--- src/rtl/stream_fork2_pkg.sv ---
// Shared definitions for the stream fork: default element width and FSM state encoding.
package stream_fork2_pkg;

  localparam int INT_N = 8;

  typedef enum logic [1:0] {
    IDLE = 2'd0,
    RUN  = 2'd1,
    DONE = 2'd2
  } fork_state_e;

endpackage

--- src/rtl/stream_fork2_fifo2.sv ---
// Small synchronous FIFO used once per fork branch; head reads as zero while empty.
module stream_fifo2 #(
  parameter int N     = 8,
  parameter int DEPTH = 2
) (
  input  logic         clk,
  input  logic         rst,
  input  logic         push,
  input  logic [N-1:0] push_data,
  input  logic         pop,
  output logic [N-1:0] head,
  output logic         full,
  output logic         empty
);

  localparam int AW = $clog2(DEPTH);
  localparam logic [AW:0] CNT_FULL = (AW+1)'(DEPTH);

  logic [N-1:0]  mem [DEPTH];
  logic [AW-1:0] wr_ptr;
  logic [AW-1:0] rd_ptr;
  logic [AW:0]   count;
  logic          do_push;
  logic          do_pop;

  assign full    = (count == CNT_FULL);
  assign empty   = (count == '0);
  assign do_push = push & ~full;
  assign do_pop  = pop & ~empty;
  assign head    = empty ? '0 : mem[rd_ptr];

  // Storage is left unreset; the empty gate on head hides stale contents.
  always_ff @(posedge clk) begin
    if (do_push) begin
      mem[wr_ptr] <= push_data;
    end
  end

  always_ff @(posedge clk or posedge rst) begin
    if (rst) begin
      wr_ptr <= '0;
      rd_ptr <= '0;
      count  <= '0;
    end else begin
      if (do_push) begin
        wr_ptr <= wr_ptr + 1'b1;
      end
      if (do_pop) begin
        rd_ptr <= rd_ptr + 1'b1;
      end
      if (do_push && !do_pop) begin
        count <= count + 1'b1;
      end else if (do_pop && !do_push) begin
        count <= count - 1'b1;
      end
    end
  end

endmodule

--- src/rtl/stream_fork2.sv ---
// Two-way stream fork: every accepted element is copied into two independent branch FIFOs.
//
//  state | meaning
//  IDLE  | waiting for a start request, n latched on in_valid
//  RUN   | accepting elements until n taken and both branches drained
//  DONE  | run complete, holding out_valid until out_ready
module stream_fork2
  import stream_fork2_pkg::*;
#(
  parameter int N     = INT_N,
  parameter int DEPTH = 2
) (
  input  logic         clk,
  input  logic         rst,
  input  logic         in_valid,
  output logic         in_ready,
  input  logic [N-1:0] n,
  output logic         out_valid,
  input  logic         out_ready,
  input  logic [N-1:0] sIn,
  input  logic         sIn_valid,
  output logic         sIn_ready,
  output logic [N-1:0] sOutA,
  output logic         sOutA_valid,
  input  logic         sOutA_ready,
  output logic [N-1:0] sOutB,
  output logic         sOutB_valid,
  input  logic         sOutB_ready
);

  fork_state_e  state;
  logic [N-1:0] remaining;
  logic         full_a, full_b;
  logic         empty_a, empty_b;
  logic         push;

  // All handshake outputs decode registered state only.
  assign in_ready    = (state == IDLE);
  assign out_valid   = (state == DONE);
  assign sIn_ready   = (state == RUN) && (remaining != '0) && !full_a && !full_b;
  assign push        = sIn_valid & sIn_ready;
  assign sOutA_valid = !empty_a;
  assign sOutB_valid = !empty_b;

  stream_fifo2 #(.N(N), .DEPTH(DEPTH)) u_fifo_a (
    .clk       (clk),
    .rst       (rst),
    .push      (push),
    .push_data (sIn),
    .pop       (sOutA_ready),
    .head      (sOutA),
    .full      (full_a),
    .empty     (empty_a)
  );

  stream_fifo2 #(.N(N), .DEPTH(DEPTH)) u_fifo_b (
    .clk       (clk),
    .rst       (rst),
    .push      (push),
    .push_data (sIn),
    .pop       (sOutB_ready),
    .head      (sOutB),
    .full      (full_b),
    .empty     (empty_b)
  );

  always_ff @(posedge clk or posedge rst) begin
    if (rst) begin
      state     <= IDLE;
      remaining <= '0;
    end else begin
      case (state)
        IDLE: begin
          if (in_valid) begin
            remaining <= n;
            state     <= (n != '0) ? RUN : DONE;
          end
        end
        RUN: begin
          if (push) begin
            remaining <= remaining - 1'b1;
          end
          if ((remaining == '0) && empty_a && empty_b) begin
            state <= DONE;
          end
        end
        DONE: begin
          if (out_ready) begin
            state <= IDLE;
          end
        end
        default: state <= IDLE;
      endcase
    end
  end

endmodule
--- config.mk ---
export PLATFORM = sky130hd
export DESIGN_NAME = stream_fork2
export DESIGN_NICKNAME = d
export VERILOG_FILES = /design/src/rtl/stream_fork2_pkg.sv /design/src/rtl/stream_fork2_fifo2.sv /design/src/rtl/stream_fork2.sv
export SDC_FILE = /design/constraint.sdc
export NUM_CORES = 1
export LEC_CHECK = 0
export ABC_AREA = 1
export CORE_MARGIN = 5
export CORE_UTILIZATION = 40
export CTS_CLUSTER_DIAMETER = 200
export DETAILED_ROUTE_END_ITERATION = 12
export MAX_ROUTING_LAYER = met4
export SLEW_MARGIN = 20
export SYNTH_ARGS = -nofsm -noshare
export SYNTH_HDL_FRONTEND = slang
export SYNTH_HIERARCHICAL = 1
export SYNTH_SLANG_ARGS = --single-unit
--- constraint.sdc ---
create_clock -name clk -period 3.1 [get_ports clk]
set_input_delay 0.62 -clock clk [delete_from_list [all_inputs] [get_ports clk]]
set_output_delay 0.62 -clock clk [all_outputs]
set_load 0.01 [all_outputs]
==> flow_summary.yaml <==
clock_network:
  clk_pin_slew_ns: 0.09
  post_cts_resized: 0
  cts_hold_buf: 0
  insertion_delay_ns: 0.30
  postCtsSetupBuffers: 0
  clk_path_buf_depth: 2
  cts.sinks: 50
  cts.htree.levels: 2
  clockRootBuffer: "clkbuf_8"
  cts_tree: "yes"
  cts_buffers: 5
synth:
  async_flop_share_pct: 36.0
  synth_top_area_cell: "edfxtp_1"
  synthTopCellsByCount: "87 x nand2_1, 32 x edfxtp_1, 31 x inv_1"
  ys_warn_count: 6
  synthAdderAreaFrac_pct: 1.94
  seq_area_frac_synth_pct: 54.8
  synth_top_family_by_area: "simple AND/OR/NAND/NOR gates"
  synth_compound_area_share_pct: 7.15
  synth-main-ff-cell: "edfxtp_1"
  synthTopCellsByArea: "edfxtp_1 37%, dfrtp_1 18%, nand2_1 13%"
  yosys.cell_count.top_type: "nand2_1"
  netlist_instances: 275
  ys_seq_elements: 50
  synth_top_area_share_pct: 37.3
  synthSimpleGateAreaFrac_pct: 27.2
  postSynthAreaPerCell_um2: 9.36
  synth_fp_nets: 302
  synth_xor_area_share_pct: 0.681
  synth_edf_count: 32
  ys_types: 27
  synthMuxAreaShare_pct: 0
  syn_area_mm2: 0.00257
power_and_ir_drop:
  power.switching_w: 0.00125
  vdd_drop_max_mv: 0.424
  p_leak_nw: 1.34
  pwr-share-clk_pct: 12.2
  switching_share_pct: 42.1
  power.internal_w: 0.00172
  p_per_area_mw_per_mm2: 949
  power_frac_comb_pct: 51.5
  pwr-share-seq_pct: 36.3
global_routing:
  grt_pass1_vias: 1811
  antenna_found_initial: 0
  grt_pass1_wl_um: 8310
  grt_overflow: 0
  grt_max_degree: 17
  grt_usage_pct: 12.8
hold_path:
  hp-class: "flop to flop"
sta:
  hold_viol_final: 0
  slew_headroom_pct: 56.6
  maxSlewViolCount: 0
  clock_skew_ns: 0.00844
  hold-worst-slack_ns: 0.491
  rsz0062_at_grt: "no"
  setup_violations: 0
  fin_crit_ns: 2.57
  setup_tns_ns: 0
  post-route-period-util_pct: 82.8
  timing.fmax_mhz: 390
  worst_pin_slew_ns: 0.649
detailed_routing:
  ant_nets: 0
  wire_per_inst_um: 12.4
  drtPass1Iterations: 4
  drt_iter0_markers: 63
  avgViaCountPerCell: 4.59
  vias: 1823
  drc: 0
  wirelength_um: 4910
floorplanning:
  fp-row-count: 29
  design.core.area_mm2: 0.00631
  initial_core_util_pct: 40.8
  ios: 44
  die_area_mm2: 0.00814
  die_y_um: 90.2
  chipWidth_um: 90.2
layout:
  area.growth.synth_to_final_pct: 21.5
  antenna_cells: 0
  regArea_mm2: 0.00141
  stdcell_count: 397
  multiInputGateArea_um2: 952
  fin_util_pct: 49.5
  final_layout_size_suffix_gt1_share_pct: 12.8
  nets: 346
  num-fill-cells: 598
status:
  status: "finished, final reports clean"
worst_setup_path:
  crit_path_end_kind: "primary output"
  cp-startpoint: "u_fifo_b/count[0]"
  reg2reg_from: "u_fifo_b/count[0]"
  required_ns: 2.48
  cp-endpoint: "sIn_ready"
  crit_type: "flop to primary output"
  rr_endpoint: "u_fifo_a/mem[1][0]"
  ff2ff_path_depth: 7
  cp-start-kind: "flop"
  r2r_slack_ns: 0.89
  cp_max_fo: 7
  cp.arrival_ns: 1.95
place:
  placed_cells: 389
  hpwl_um: 3820
  gp_routability_congestion: 0.831
  port_buffers: 43
flow_run:
  drv_cap: 0
==> metrics by stage <==
step	total power, W	worst slack (ns)	area, µm²
2_1_floorplan	0.00216	1.16	2570
3_3_place_gp	0.00261	0.770	3040
3_5_place_dp	0.00265	0.747	3040
4_1_cts	0.00301	0.504	3130
5_1_grt	0.00324	0.424	3130
6_report	0.00297	0.533	3130
==> flip-flops by register name (all words and copies together), names as in the netlist, 2 cells and up <==
register,cells
remaining,8
state,2
u_fifo_a/count,2
u_fifo_a/mem,16
u_fifo_b/count,2
u_fifo_b/mem,16
==> cell families after synthesis <==
group | count (synthesis)
AOI/OAI and AO/OA | 33
xor gates and xnor gates | 2
adders and majority gates | 4
buffers and inverters | 45
DFF | 50
and+or+nand+nor | 141
==> how the worst min path moves through the flow <==
stage	from	to	slack [ns]	cells after the start
after CTS	u_fifo_a/wr_ptr	u_fifo_a/wr_ptr	0.49	2
after global routing	u_fifo_a/wr_ptr	u_fifo_a/wr_ptr	0.53	2
final	u_fifo_a/wr_ptr	u_fifo_a/wr_ptr	0.49	2
after global placement	u_fifo_b/wr_ptr	u_fifo_b/wr_ptr	0.46	2
after detailed placement	u_fifo_a/wr_ptr	u_fifo_a/wr_ptr	0.47	2
after floorplan	rst	u_fifo_a/count[0]	0.39	1
==> layout make-up <==
| cell class | count | area share [%] |
|---|---|---|
| timing repair buffer | 43 | 13.8 |
| sequential | 50 | 45.1 |
| clock inverter | 3 | 0.680 |
| multi-input combinational | 180 | 30.5 |
| inverter | 39 | 4.68 |
| clock buffer | 5 | 2.20 |
| tap | 77 | 3.08 |
==> routing by layer <==
metal	share of wire, %	GRT usage [%]
met1	44	15.1
met2	50	22.3
met3	4.3	3.01
met4	0.98	2.98
met5	0	-
==> power by group through the flow <==
stage	combinational (W)	sequential (W)	clock, W
6_report	0.00153	0.00108	0.000362
5_1_grt	0.00172	0.00111	0.000413
3_5_place_dp	0.00155	0.00109	0
2_1_floorplan	0.00116	0.00100	0
3_3_place_gp	0.00152	0.00109	0
4_1_cts	0.00155	0.00108	0.000379
==> worst max-delay path, cell delays in order, from the launching register on <==
cell and delay [ns]:
dfrtp_1 0.57, nor2_4 0.08, or2_1 0.25, nor2_4 0.12
nand2_1 0.06, inv_1 0.04, clkdlybuf4s50_1 0.53
==> cell usage in the layout (no fill, tap or decap) <==
master / netlist / final
nor2_2: 3 / 3
o21ai_1: 4 / 4
nand3_2: 1 / 1
clkdlybuf4s50_1: 0 / 43
inv_1: 31 / 31
nand2_2: 5 / 5
nor2_4: 5 / 5
nand2_1: 87 / 87
nand4_1: 3 / 3
or2_1: 3 / 3
or2_2: 1 / 1
inv_2: 8 / 8
nor2_8: 1 / 1
nor2_1: 14 / 14
clkinv_4: 0 / 2
edfxtp_1: 32 / 32
clkinv_1: 0 / 1
xnor2_1: 2 / 2
nand3_4: 2 / 2
nand3_1: 10 / 10
ha_1: 4 / 4
nand2_4: 3 / 3
o21ai_0: 7 / 7
nand3b_1: 3 / 3
a21oi_1: 17 / 17
o21ai_2: 5 / 5
clkbuf_8: 0 / 5
dfrtp_1: 18 / 18
Note: power is estimated with default switching activity, not from simulation.
